===== config.mk =====
export PLATFORM = sky130hd
export DESIGN_NAME = if_id_stage_buf
export DESIGN_NICKNAME = d
export VERILOG_FILES = /design/src/rtl/pipe_pkg.sv /design/src/rtl/sat_counter.sv /design/src/rtl/if_id_stage_buf.sv
export SDC_FILE = /design/constraint.sdc
export NUM_CORES = 1
export LEC_CHECK = 0
export CORE_MARGIN = 4
export CORE_UTILIZATION = 35
export CTS_BUF_LIST = sky130_fd_sc_hd__clkbuf_16
export CTS_CLUSTER_DIAMETER = 60
export DETAILED_ROUTE_END_ITERATION = 7
export PLACE_DENSITY = 0.66
export RECOVER_POWER = 100
export SETUP_SLACK_MARGIN = 0.1
export SYNTH_ARGS = -nofsm -noshare
export SYNTH_HDL_FRONTEND = slang
export SYNTH_SLANG_ARGS = --single-unit

===== constraint.sdc =====
create_clock -name clk -period 2.1 [get_ports clk]
set_input_delay 0.315 -clock clk [delete_from_list [all_inputs] [get_ports clk]]
set_output_delay 0.315 -clock clk [all_outputs]
set_load 0.005 [all_outputs]

===== src/rtl/pipe_pkg.sv =====
`default_nettype none
// ============================================================================
// Module   : pipe_pkg
// Brief    : Shared definitions for the IF/ID front-end pipeline stage:
//            occupancy encoding, default bubble instruction, beat type.
//            Optional feature macro used by consumers: IF_ID_PERF_EN
// Revision : 1.0 - initial release
// ============================================================================
package pipe_pkg;

  // Occupancy encoding; the stage FSM uses these values directly so the
  // state register doubles as the occupancy output.
  localparam logic [1:0] OCC_EMPTY = 2'd0;
  localparam logic [1:0] OCC_ONE   = 2'd1;
  localparam logic [1:0] OCC_FULL  = 2'd2;

  // Default field widths and the bubble instruction placed on decode's input.
  localparam int          C_PC_W      = 8;
  localparam int          C_INSTR_W   = 32;
  localparam logic [31:0] C_NOP_INSTR = 32'h0000_0000;

  typedef enum logic [1:0] {
    ST_EMPTY = OCC_EMPTY,
    ST_ONE   = OCC_ONE,
    ST_FULL  = OCC_FULL
  } if_id_state_t;

  // One fetched beat at the default widths.
  typedef struct packed {
    logic [C_PC_W-1:0]    pc;
    logic [C_INSTR_W-1:0] instr;
  } if_id_beat_t;

endpackage
`default_nettype wire


===== src/rtl/sat_counter.sv =====
`default_nettype none
// ============================================================================
// Module   : sat_counter
// Brief    : Up-counter that sticks at all-ones instead of wrapping.
//            Instantiated by if_id_stage_buf only with IF_ID_PERF_EN.
// Revision : 1.0 - initial release
// ============================================================================
module sat_counter import pipe_pkg::*; #(
  parameter int CNT_W = 16
) (
  input  logic             clk,
  input  logic             rst,
  input  logic             inc,
  input  logic             clr,
  output logic [CNT_W-1:0] count
);

  logic [CNT_W-1:0] r_count;

  // Count qualified events, holding at the maximum value once reached.
  always_ff @(posedge clk) begin
    if (rst || clr) begin
      r_count <= '0;
    end else if (inc && (r_count != {CNT_W{1'b1}})) begin
      r_count <= r_count + CNT_W'(1);
    end
  end

  assign count = r_count;

endmodule
`default_nettype wire


===== src/rtl/if_id_stage_buf.sv =====
`default_nettype none
// ============================================================================
// Module   : if_id_stage_buf
// Brief    : IF/ID pipeline stage built as a 2-entry skid buffer with
//            valid/ready handshake, stall back-pressure and flush.
//            in_ready is registered, so out_ready never reaches it
//            combinationally.
//            Optional feature macro: IF_ID_PERF_EN (stall/flush counters)
// Revision : 1.0 - initial release
// ============================================================================
module if_id_stage_buf import pipe_pkg::*; #(
  parameter int                 PC_W      = C_PC_W,
  parameter int                 INSTR_W   = C_INSTR_W,
  parameter logic [INSTR_W-1:0] NOP_INSTR = INSTR_W'(C_NOP_INSTR),
  parameter int                 CNT_W     = 16
) (
  input  logic               clk,
  input  logic               rst,
  input  logic               in_valid,
  output logic               in_ready,
  input  logic [PC_W-1:0]    in_pc,
  input  logic [INSTR_W-1:0] in_instr,
  output logic               out_valid,
  input  logic               out_ready,
  output logic [PC_W-1:0]    out_pc,
  output logic [INSTR_W-1:0] out_instr,
  input  logic               flush,
  output logic [1:0]         occupancy,
  output logic [CNT_W-1:0]   stall_cnt,
  output logic [CNT_W-1:0]   flush_cnt
);

  // Same layout as if_id_beat_t, but sized by this instance's parameters.
  typedef struct packed {
    logic [PC_W-1:0]    pc;
    logic [INSTR_W-1:0] instr;
  } beat_t;

  // The state is the pair of valid bits: main valid in ONE/FULL, skid valid
  // only in FULL. The skid entry is always the older of the two once main drains.
  if_id_state_t r_state;
  if_id_state_t w_state_nxt;
  beat_t        r_main;
  beat_t        r_skid;
  beat_t        w_in_beat;
  beat_t        w_main_nxt;
  logic         r_in_ready;
  logic         w_load_main;
  logic         w_load_skid;
  logic         w_main_vld;
  logic         w_accept;
  logic         w_consume;

  assign w_in_beat  = '{pc: in_pc, instr: in_instr};
  assign w_main_vld = (r_state != ST_EMPTY);
  assign w_accept   = in_valid & r_in_ready;
  assign w_consume  = w_main_vld & out_ready;

  // State register plus the registered form of in_ready derived from next state.
  always_ff @(posedge clk) begin
    if (rst) begin
      r_state    <= ST_EMPTY;
      r_in_ready <= 1'b1;
    end else begin
      r_state    <= w_state_nxt;
      r_in_ready <= (w_state_nxt != ST_FULL);
    end
  end

  // Next-state and register load selection; flush overrides every load.
  always_comb begin
    w_state_nxt = r_state;
    w_load_main = 1'b0;
    w_load_skid = 1'b0;
    w_main_nxt  = w_in_beat;
    case (r_state)
      ST_EMPTY: begin
        if (w_accept) begin
          w_state_nxt = ST_ONE;
          w_load_main = 1'b1;
        end
      end
      ST_ONE: begin
        if (w_accept && w_consume) begin
          w_load_main = 1'b1;
        end else if (w_accept) begin
          w_state_nxt = ST_FULL;
          w_load_skid = 1'b1;
        end else if (w_consume) begin
          w_state_nxt = ST_EMPTY;
        end
      end
      ST_FULL: begin
        if (w_consume) begin
          w_state_nxt = ST_ONE;
          w_load_main = 1'b1;
          w_main_nxt  = r_skid;
        end
      end
      default: begin
        w_state_nxt = ST_EMPTY;
      end
    endcase
    if (flush) begin
      w_state_nxt = ST_EMPTY;
      w_load_main = 1'b0;
      w_load_skid = 1'b0;
    end
  end

  // Beat storage; out_pc keeps its last value across a flush until reloaded.
  always_ff @(posedge clk) begin
    if (rst) begin
      r_main <= '{pc: '0, instr: NOP_INSTR};
      r_skid <= '{pc: '0, instr: NOP_INSTR};
    end else begin
      if (w_load_main) r_main <= w_main_nxt;
      if (w_load_skid) r_skid <= w_in_beat;
    end
  end

  assign in_ready  = r_in_ready;
  assign out_valid = w_main_vld;
  assign out_pc    = r_main.pc;
  assign out_instr = w_main_vld ? r_main.instr : NOP_INSTR;
  assign occupancy = r_state;

`ifdef IF_ID_PERF_EN
  logic w_stall_evt;
  logic w_flush_evt;

  // A flush is counted only when it actually discarded a beat.
  assign w_stall_evt = w_main_vld & ~out_ready;
  assign w_flush_evt = flush & (w_main_vld | w_accept);

  sat_counter #(.CNT_W(CNT_W)) u_stall_cnt (
    .clk   (clk),
    .rst   (rst),
    .inc   (w_stall_evt),
    .clr   (1'b0),
    .count (stall_cnt)
  );

  sat_counter #(.CNT_W(CNT_W)) u_flush_cnt (
    .clk   (clk),
    .rst   (rst),
    .inc   (w_flush_evt),
    .clr   (1'b0),
    .count (flush_cnt)
  );
`else
  assign stall_cnt = '0;
  assign flush_cnt = '0;
`endif

endmodule
`default_nettype wire


==> results by group, run 1 <==
GRT
  – Total global-route track usage: 15.9%
  – Initial antenna violation count: 1
  – Largest net degree at the start of global routing: 41
  – First-pass GRT wire length: 17300 um
  – Grt ovf: 0
  – Number of global-route vias before repair: 3515

Finish
  – Layout fillers: 1158
  – Inserted Diodes: 0
  – Layout overhead on the synthesized area: 23.6%
  – Most frequent cells in the layout: 110 x nor2_1, 82 x a21oi_1, 82 x dfxtp_1, 81 x nand2_1, 74 x clkdlybuf4s50_1
  – Commonest non-fill, non-tap cell in the layout: nor2_1
  – Proportion of layout cells with a drive suffix above 1: 8.17%
  – Fin nets: 652
  – Non-Filler Instances: 755

Critical path
  – Critical path startpoint: occupancy[0]$_SDFF_PP0_
  – Critical path type: reg -> out
  – CP top delay family: buffers and inverters
  – Buf/Inv on CP: 2
  – WP data arrival: 1650 ps
  – CP peak stage delay: 540 ps
  – Critical Path Slowest Stage Cell: clkdlybuf4s50_1
  – WP data required: 1780 ps
  – Worst setup EP type: output port
  – Cells along the critical path: nor2_1, buf_4, nor2_1, clkdlybuf4s50_1
  – Start of the worst register-to-register path: occupancy[1]$_SDFF_PP0_
  – Crit path top cell by count: nor2_1
  – Crit Reg-Reg Endpoint: r_main[1]$_SDFFE_PP0P_
  – Critical path startpoint category: register
  – WP depth: 4
  – R2R cell count: 5
  – R2r setup slk: 340 ps
  – CP Max Fanout: 13
  – Worst setup path endpoint: out_instr[10]

Clock network
  – TritonCTS Buffers: 9
  – H-tree depth: 3
  – Clk sinks: 83
  – Clk_lat worst skew: 330 ps
  – Longest Clk Path Bufs: 2
  – Post-CTS setup buffers: 0
  – Clock Pin Slew Worst Setup and Hold Paths: 60 ps
  – Clock Tree Root: clkbuf_16
  – CTS tree: yes

Synth
  – Synth Area in Compound Gates: 24.6%
  – Cell area after synthesis: 4170 um^2
  – Cell variety after synth: 21
  – Synth Register Bits: 83
  – Xor/xnor share of the synthesized area: 0%
  – Syn Area/Cell: 7.79 um^2
  – Sequential fraction of the synthesis area: 39.8%
  – Mux share of post-synthesis cell area: 0.240%
  – Post-Synthesis Cells: 536
  – Synthesis Warnings: 0
  – Synth Area in Simple Gates: 19.3%
  – Post-Synth Adder-Cell Area: 0%
  – Largest family of logic cells by synthesized area: compound AO/OA/AOI/OAI gates

Die
  – Site Rows: 39
  – Core area: 11600 um^2
  – IO Pins: 121
  – DIE HEIGHT: 117 um
  – Die X: 117 um
  – Initial Util: 36.1%
  – Die area: 13700 um^2

Drt
  – Number of routed nets with antenna violations: 0
  – DRT iter0 DRCs: 229
  – DR WL/cell: 14.6 um
  – Drt drc: 0
  – First-pass detailed-route iteration total: 4
  – Wirelength, routed: 11000 um
  – DR vias: 3700
  – Vias per inst: 4.90

Power
  – Final Power: 3.90 mW
  – P_sw: 0.898 mW
  – Gate power share: 12.1%
  – Pwr/cell area: 756 nW/um^2
  – Internal power: 3.00 mW
  – Leak: 1.91 nW
  – Clock power share: 45.2%
  – Sw Share: 23.0%
  – Sequential share of power: 42.7%
  – Maximum vdd ir drop: 0.393 mV

Timing
  – Maximum clock frequency: 510 MHz
  – Worst Max-Slew Pin Slew: 563 ps
  – Fin crit share: 93.4%
  – Final setup violation count: 0
  – Worst hold slack: 457 ps
  – Fin. Hold Viols: 0
  – Setup_tns: 0 ps
  – Slew Viols, Final: 0
  – Clk_skew: 8.48 ps
  – RSZ-0062 raised after global routing: false
  – Slew margin rel.: 62.5%
  – Min cycle time layout: 1960 ps

Placement
  – Placed cells: 739
  – PortBufs: 88
  – Final GP Congestion: 0.707
  – HPWL Detailed: 7510 um

Status
  – Status: completed

Min path
  – Hold Crit Depth: 2
  – Min-Delay Path Class: reg -> reg

Run
  – # Max-Cap Violations: 0
## how the worst min path moves through the flow
| stage | start | end | slack, ps |
|---|---|---|---|
| floorplan | out_ready | in_ready$_SDFF_PP1_ | 440 |
| global placement | r_main[0]$_SDFFE_PP0P_ | r_main[0]$_SDFFE_PP0P_ | 450 |
| detailed placement | r_main[31]$_SDFFE_PP0P_ | r_main[31]$_SDFFE_PP0P_ | 460 |
| CTS | r_skid[12]$_SDFFE_PP0P_ | r_skid[12]$_SDFFE_PP0P_ | 470 |
| global route | r_skid[39]$_SDFFE_PP0P_ | r_skid[39]$_SDFFE_PP0P_ | 480 |
| finish | r_skid[34]$_SDFFE_PP0P_ | r_skid[34]$_SDFFE_PP0P_ | 460 |
## kinds of logic (layout without fill, tap and decap cells)
kind of cell / count (synthesis) / in the layout
AOI/OAI and AO/OA: 124 / 124
buffers and inverters: 122 / 167
DFF: 83 / 83
muxes: 1 / 1
other: 1 / 32
and+or+nand+nor: 205 / 205
## layer usage
layer | share of wire [%] | vias to the layer above | GRT usage, %
li1 | - | 1827 | -
met1 | 45 | 1750 | 20.4
met2 | 49 | 109 | 27.1
met3 | 5.3 | 12 | 3.34
met4 | 0.94 | 2 | 4.51
met5 | 0.12 | - | 0
## flip-flops by register name, indices dropped and copies added (netlist names)
register	flops
r_skid	40
r_main	32
out_pc	8
occupancy	2
in_ready	1
## stage by stage
stage | worst slack [ps] | utilization (%) | area, um^2
global placement | 152 | 43.7 | 5060
CTS | 128 | 46.6 | 5390
floorplan | 551 | - | 4290
finish | 139 | 44.6 | 5160
global route | 66.8 | 44.6 | 5160
detailed placement | 115 | 43.7 | 5060
## synthesized netlist by cell type
library cell / number / area share [%]
buf_4: 40 / 7.2
inv_1: 42 / 3.8
or4_1: 1 / 0.18
nor2b_1: 2 / 0.30
and3b_1: 2 / 0.42
nand2_1: 81 / 7.3
nand4_1: 1 / 0.15
a21oi_1: 82 / 9.8
nand3b_1: 2 / 0.36
o221ai_2: 40 / 14
o31ai_1: 1 / 0.18
clkbuf_1: 25 / 2.2
nor2_1: 114 / 10
conb_1: 1 / 0.090
o22a_1: 1 / 0.21
mux2i_1: 1 / 0.24
dfxtp_1: 83 / 40
or4_4: 1 / 0.27
buf_2: 9 / 1.1
nor3_1: 1 / 0.12
buf_6: 6 / 1.6
## power by group through the flow
stage	clock network, mW	logic (mW)	registers (mW)
after CTS	1.80	0.519	1.67
after detailed placement	0	0.517	1.70
after floorplan	0	0.341	1.69
after global routing	1.86	0.526	1.67
final	1.76	0.470	1.66
after global placement	0	0.505	1.70
## worst reg2reg max path, cell delays in order (launching register included)
cell,delay (ps)
dfxtp_1,310
buf_4,160
or4_4,530
buf_2,280
o221ai_1,270
nor2_1,90
## repair_timing
| action | in CTS | in global routing |
|---|---|---|
| hold buffers | 0 | 0 |
| gates resized for setup | 1 | 6 |
| endpoints found under the setup margin | 18 | 11 |
## area by class of cell
| class | instances | area (um^2) | share of cell area [%] |
|---|---|---|---|
| clock inverters | 7 | 108 | 2.09 |
| well taps | 143 | 179 | 3.47 |
| clock buffers | 9 | 225 | 4.36 |
| repair buffers | 109 | 1050 | 20.3 |
| inverters | 42 | 158 | 3.06 |
| multi-input cells | 362 | 1780 | 34.5 |
| flip-flops and latches | 83 | 1660 | 32.2 |
Power figures use the tool's default switching activity.
==> run 2: changes to the inputs <==
CORE_MARGIN = 8   (was 4)
PLACE_DENSITY = 0.65   (was 0.66)
==> run 2 against run 1 <==
  * Worst hold slack lost 150 ps
  * Worst setup slack lost 18 ps
  * Clock-buffer cell count stayed put
  * Die area up 14%
  * Via count is 0.89% lower
  * Critical endpoint is now out_instr[5]
  * Highest routed layer unchanged
==> results by group, run 2 (synthesis gave the netlist of run 1 again) <==
Finish
  – Inserted Diodes: 0 (unchanged)
  – Most frequent cells in the layout: 112 x nor2_1, 82 x a21oi_1, 81 x nand2_1, 81 x dfxtp_1, 48 x clkdlybuf4s50_1
  – Top reg by flops: r_skid
  – Fin nets: 655 (+0.46%)
  – Layout overhead on the synthesized area: 23.2%
  – Commonest non-fill, non-tap cell in the layout: nor2_1
  – Non-Filler Instances: 762 (+0.93%)
  – Proportion of layout cells with a drive suffix above 1: 8.13% (-0.040 points)
  – Max reg flops: 40 (unchanged)

Min path
  – Min-Delay Path Class: in -> reg

Timing
  – Final setup violation count: 0 (unchanged)
  – Clk_skew: 7.54 ps (-0.939 ps)
  – Slew Viols, Final: 0 (unchanged)
  – Min cycle time layout: 1980 ps (+18.3 ps)
  – Setup_tns: 0 ps (unchanged)
  – Fin. Hold Viols: 0 (unchanged)
  – RSZ-0062 raised after global routing: true
  – Slew margin rel.: 49.1% (-13 points)
  – Fin crit share: 94.2% (+0.87 points)
  – Maximum clock frequency: 505 MHz (-0.93%)
  – Worst Max-Slew Pin Slew: 763 ps (+200 ps)

Critical path
  – Critical path startpoint category: register
  – WP data arrival: 1660 ps (about the same)
  – Critical Path Slowest Stage Cell: dlygate4sd3_1
  – CP peak stage delay: 570 ps (+30 ps)
  – CP Max Fanout: 8 (-5)
  – Critical path type: reg -> out
  – Cells along the critical path: nor2_4, buf_4, nor2_1, dlygate4sd3_1
  – Buf/Inv on CP: 2 (unchanged)
  – CP top delay family: buffers and inverters
  – WP data required: 1780 ps (about the same)
  – Worst setup EP type: output port

Power
  – Final Power: 3.67 mW (-5.9%)
  – Pwr/cell area: 713 nW/um^2 (-5.6%)
  – Leak: 2.01 nW (+5.2%)
  – Maximum vdd ir drop: 0.400 mV (+1.6%)

Die
  – IO Pins: 121 (unchanged)
  – Initial Util: 35.3% (-0.75 points)
  – Die X: 125 um (+6.8%)
  – Core area: 11800 um^2 (+2.1%)
  – Die area: 15700 um^2 (+14%)
  – DIE HEIGHT: 125 um (+6.8%)
  – Site Rows: 40 (+2.6%)

Clock network
  – Clk_lat worst skew: 340 ps (about the same)
  – Clock Tree Root: clkbuf_16
  – H-tree depth: 3 (unchanged)
  – Longest Clk Path Bufs: 2 (unchanged)
  – Clock Pin Slew Worst Setup and Hold Paths: 60 ps (about the same)
  – Cts hold-fix bufs: 0 (unchanged)
  – Clk sinks: 83 (unchanged)
  – TritonCTS Buffers: 9 (unchanged)
  – CTS tree: yes

Placement
  – Final GP Congestion: 0.742 (+5.1%)
  – Placed cells: 740 (+0.14%)
  – PortBufs: 88 (unchanged)
  – HPWL Detailed: 7770 um (+3.5%)

GRT
  – Met3 Usage GRT: 6.12% (+2.8 points)
  – Most Used Layer, Global Route: met2
  – Total global-route track usage: 15.0% (-0.90 points)
  – Number of global-route vias before repair: 3705 (+5.4%)
  – Initial antenna violation count: 1 (unchanged)
  – Global Route met1 Usage: 17.5% (-2.9 points)
  – GR Util met2: 25.0% (-2.1 points)
  – Largest net degree at the start of global routing: 47 (+15%)
  – Grt ovf: 0 (unchanged)
  – First-pass GRT wire length: 19200 um (+11%)

Drt
  – First-pass detailed-route iteration total: 4 (unchanged)
  – Wirelength, routed: 11800 um (+6.8%)
  – DR WL/cell: 15.5 um (+5.8%)
  – DR vias: 3667 (-0.89%)
  – Vias per inst: 4.81 (-1.8%)
  – Number of routed nets with antenna violations: 0 (unchanged)
  – Drt drc: 0 (unchanged)
  – DRT iter0 DRCs: 210 (-8.3%)

Status
  – Status: completed

Run
  – # Max-Cap Violations: 0 (unchanged)
-- run 2: cell types whose count changed in the layout (fill, tap and decap cells not counted), sizes merged --
cell	previous run	this run
clkdlybuf4s50	74	48
dlygate4sd3	12	37
clkinv	3	6
buf	20	22
bufinv	3	1
dlymetal6s2s	0	1
inv	43	42
nor2	114	115
-- run 2: through the flow --
| step | setup WS, ps | instance area [um^2] | hold WS, ps | utilization, % |
|---|---|---|---|---|
| 6_report | 121 | 5140 | 308 | 43.5 |
| 5_1_grt | 49.4 | 5140 | 306 | 43.5 |
| 4_1_cts | 144 | 5400 | 298 | 45.7 |
| 3_5_place_dp | 67.4 | 5050 | 459 | 42.7 |
| 3_3_place_gp | 65.1 | 5050 | 451 | 42.7 |
| 2_1_floorplan | 551 | 4290 | 440 | - |
-- run 2: final timing paths --
path,startpoint,endpoint,slack (ps),cells past startpoint
worst min register to register,r_skid[33]$_SDFFE_PP0P_,r_skid[33]$_SDFFE_PP0P_,460,2
worst min-delay path,rst,r_skid[15]$_SDFFE_PP0P_,310,2
worst max register to register,occupancy[0]$_SDFF_PP0_,r_skid[9]$_SDFFE_PP0P_,240,6
worst max-delay path,occupancy[0]$_SDFF_PP0_,out_instr[5],120,4
-- run 2: metal layers --
| metal | share of wire [%] | up-vias | wire length (um) |
|---|---|---|---|
| met5 | 0.11 | - | 13 |
| met1 | 44 | 1717 | 5230 |
| li1 | - | 1834 | - |
| met3 | 6.7 | 13 | 785 |
| met2 | 48 | 101 | 5620 |
| met4 | 1.0 | 2 | 122 |
-- run 2: timing repair --
action	4_1_cts	5_1_grt
gates resized for setup	4	2
cloned	1	0
setup buffers	5	0
endpoints found under the setup margin	33	2
pin swaps	2	0
-- run 2: final cells by class --
cell class              instances  area, um^2
repair buffers                111        1070
multi-input cells             363        1780
clock inverters                 7        58.8
flip-flops and latches         83        1670
fillers                      1207        6670
clock buffers                   9         225
well taps                     147         184
inverters                      42         158
-- run 2: power breakdown --
part	total, mW	internal, mW	switching, mW
clock network	1.53	0.906	0.623
registers	1.67	1.63	0.0330
logic	0.474	0.220	0.254
==> run 3: changes to the inputs <==
CORE_MARGIN = default   (was 8)
CTS_CLUSTER_DIAMETER = 200   (was 60)
SLEW_MARGIN = 20   (was default)
==> run 3 against run 2 <==
  * The run now ends with design-rule violations left
  * Sequential power about the same
  * Utilization up 1.1 points
  * Clock skew about the same
  * Combinational power about the same
  * Global-route usage up 3.3 points
  * First-iteration DRC count down 15%
  * Design area down 0.12%
  * Worst setup slack better by 27 ps
  * Worst hold slack better by 150 ps
  * Fmax up 1.4%
  * Clock power down 12%
  * Critical endpoint is now out_instr[30]
  * Largest power group unchanged
==> results by group, run 3 (synthesis gave the netlist of run 1 again) <==
Status
  – Status: finished, violations left
  – Failing checks: design-rule violations

Drt
  – Drt drc: 22 (+22)
  – DR WL/cell: 14.5 um (-6.1%)
  – First-pass detailed-route iteration total: 8 (+4)
  – Vias per inst: 4.89 (+1.6%)
  – DR vias: 3700 (+0.90%)
  – Wirelength, routed: 11000 um (-6.7%)
  – Number of routed nets with antenna violations: 0 (unchanged)
  – DRT iter0 DRCs: 178 (-15%)

Critical path
  – Critical path startpoint category: register
  – CP peak stage delay: 590 ps (+20 ps)
  – Crit Reg-Reg Endpoint: r_main[8]$_SDFFE_PP0P_
  – Cells along the critical path: nor2_4, buf_12, nor2_1, dlygate4sd3_1
  – R2r setup slk: 300 ps (+60 ps)
  – WP data required: 1780 ps (about the same)
  – CP Max Fanout: 9 (+1)
  – Critical path type: reg -> out
  – WP data arrival: 1640 ps (-20 ps)
  – Critical Path Slowest Stage Cell: dlygate4sd3_1
  – Start of the worst register-to-register path: occupancy[0]$_SDFF_PP0_
  – R2R cell count: 6 (unchanged)
  – Worst setup EP type: output port

Finish
  – Non-Filler Instances: 757 (-0.66%)
  – Commonest non-fill, non-tap cell in the layout: nor2_1
  – Inserted Diodes: 0 (unchanged)
  – Layout fillers: 1137 (-5.8%)
  – Top reg by flops: r_skid
  – Fin nets: 656 (+0.15%)
  – Most frequent cells in the layout: 113 x nor2_1, 82 x a21oi_1, 81 x nand2_1, 81 x dfxtp_1, 44 x dlygate4sd3_1
  – Layout overhead on the synthesized area: 23.1%
  – Max reg flops: 40 (unchanged)
  – Proportion of layout cells with a drive suffix above 1: 7.98% (-0.15 points)

Power
  – Final Power: 3.50 mW (-4.7%)
  – Maximum vdd ir drop: 0.366 mV (-8.3%)
  – Pwr/cell area: 680 nW/um^2 (-4.6%)
  – Leak: 2.02 nW (+0.34%)

GRT
  – Number of global-route vias before repair: 3762 (+1.5%)
  – First-pass GRT wire length: 18200 um (-5.3%)
  – Largest net degree at the start of global routing: 41 (-13%)
  – Total global-route track usage: 18.3% (+3.3 points)
  – Initial antenna violation count: 0 (-1)
  – Grt ovf: 0 (unchanged)

Placement
  – Placed cells: 736 (-0.54%)
  – HPWL Detailed: 7060 um (-9.2%)
  – PortBufs: 88 (unchanged)
  – Final GP Congestion: 0.737 (-0.77%)

Die
  – DIE HEIGHT: 111 um (-11%)
  – Die area: 12400 um^2 (-21%)
  – Site Rows: 39 (-2.5%)
  – Core area: 11500 um^2 (-2.5%)
  – Die X: 111 um (-11%)
  – IO Pins: 121 (unchanged)
  – Initial Util: 36.2% (+0.91 points)

Clock network
  – H-tree depth: 3 (unchanged)
  – Cts hold-fix bufs: 0 (unchanged)
  – Clock Pin Slew Worst Setup and Hold Paths: 60 ps (about the same)
  – Longest Clk Path Bufs: 2 (unchanged)
  – TritonCTS Buffers: 9 (unchanged)
  – Clk sinks: 83 (unchanged)
  – Clk_lat worst skew: 330 ps (about the same)
  – CTS tree: yes
  – Clock Tree Root: clkbuf_16

Timing
  – Fin. Hold Viols: 0 (unchanged)
  – Final setup violation count: 0 (unchanged)
  – Worst hold slack: 456 ps (+149 ps)
  – Fin crit share: 93.0% (-1.3 points)
  – Worst Max-Slew Pin Slew: 557 ps (-206 ps)
  – Maximum clock frequency: 512 MHz (+1.4%)
  – Setup_tns: 0 ps (unchanged)
  – Slew Viols, Final: 0 (unchanged)
  – RSZ-0062 raised after global routing: false
  – Slew margin rel.: 62.8% (+14 points)
  – Min cycle time layout: 1950 ps (-26.8 ps)
  – Clk_skew: 7.63 ps (+0.0873 ps)

Min path
  – Min-Delay Path Class: reg -> reg
  – Hold Crit Depth: 2 (unchanged)
  – Hold Path End: r_skid[39]$_SDFFE_PP0P_
  – Start point of the worst min-delay path: r_skid[39]$_SDFFE_PP0P_

Run
  – # Max-Cap Violations: 0 (unchanged)
==> run 3: where the power goes <==
part | internal, mW | switching [mW] | total [mW]
Combinational | 0.222 | 0.254 | 0.475
Sequential | 1.63 | 0.0331 | 1.67
Clock | 0.772 | 0.582 | 1.35
==> run 3: layout make-up <==
class                      instances  area, um^2  area share (%)
clock buffer                       9         225            4.38
tap                              143         179            3.48
inverter                          42         158            3.07
timing repair buffer             112        1100            21.5
clock inverter                     5        22.5           0.438
sequential                        83        1660            32.4
multi-input combinational        363        1780            34.7
==> run 3: critical path, delay by kind of cell, from the launching register on <==
| kind | cells | cell delay [ps] |
|---|---|---|
| flops | 1 | 390 |
| simple gates | 2 | 190 |
| buf+inv | 2 | 740 |
==> run 3: repair_timing <==
item	4_1_cts	5_1_grt
buffers inserted	3	3
pin swaps	1	1
gates cloned	1	0
resized for setup	1	2
endpoints found under the setup margin	33	30
==> run 3: how the worst max path moves through the flow <==
stage | startpoint | to | slack [ps] | cells after the start
6_report | occupancy[0]$_SDFF_PP0_ | out_instr[30] | 150 | 4
3_3_place_gp | in_valid | out_pc[5]$_SDFFE_PP0P_ | 100 | 6
2_1_floorplan | flush | out_pc[0]$_SDFFE_PP0P_ | 550 | 6
5_1_grt | occupancy[1]$_SDFF_PP0_ | out_instr[30] | 70 | 4
4_1_cts | occupancy[1]$_SDFF_PP0_ | out_instr[30] | 90 | 4
3_5_place_dp | in_valid | r_main[8]$_SDFFE_PP0P_ | 70 | 6
==> run 3: layer usage <==
layer,routed length (um),track usage (%),up-vias
met2,5550,32.5,117
met3,651,4.98,14
li1,-,-,1839
met5,0,0,-
met4,99,4.59,0
met1,4690,21.6,1730
==> run 3: stage by stage <==
stage | setup slack (ps) | utilization, % | cell area (um^2)
floorplan | 551 | - | 4290
global placement | 98.5 | 44.0 | 5070
detailed placement | 69.8 | 44.0 | 5070
CTS | 86.4 | 46.5 | 5360
global route | 72.4 | 44.6 | 5140
finish | 148 | 44.6 | 5140
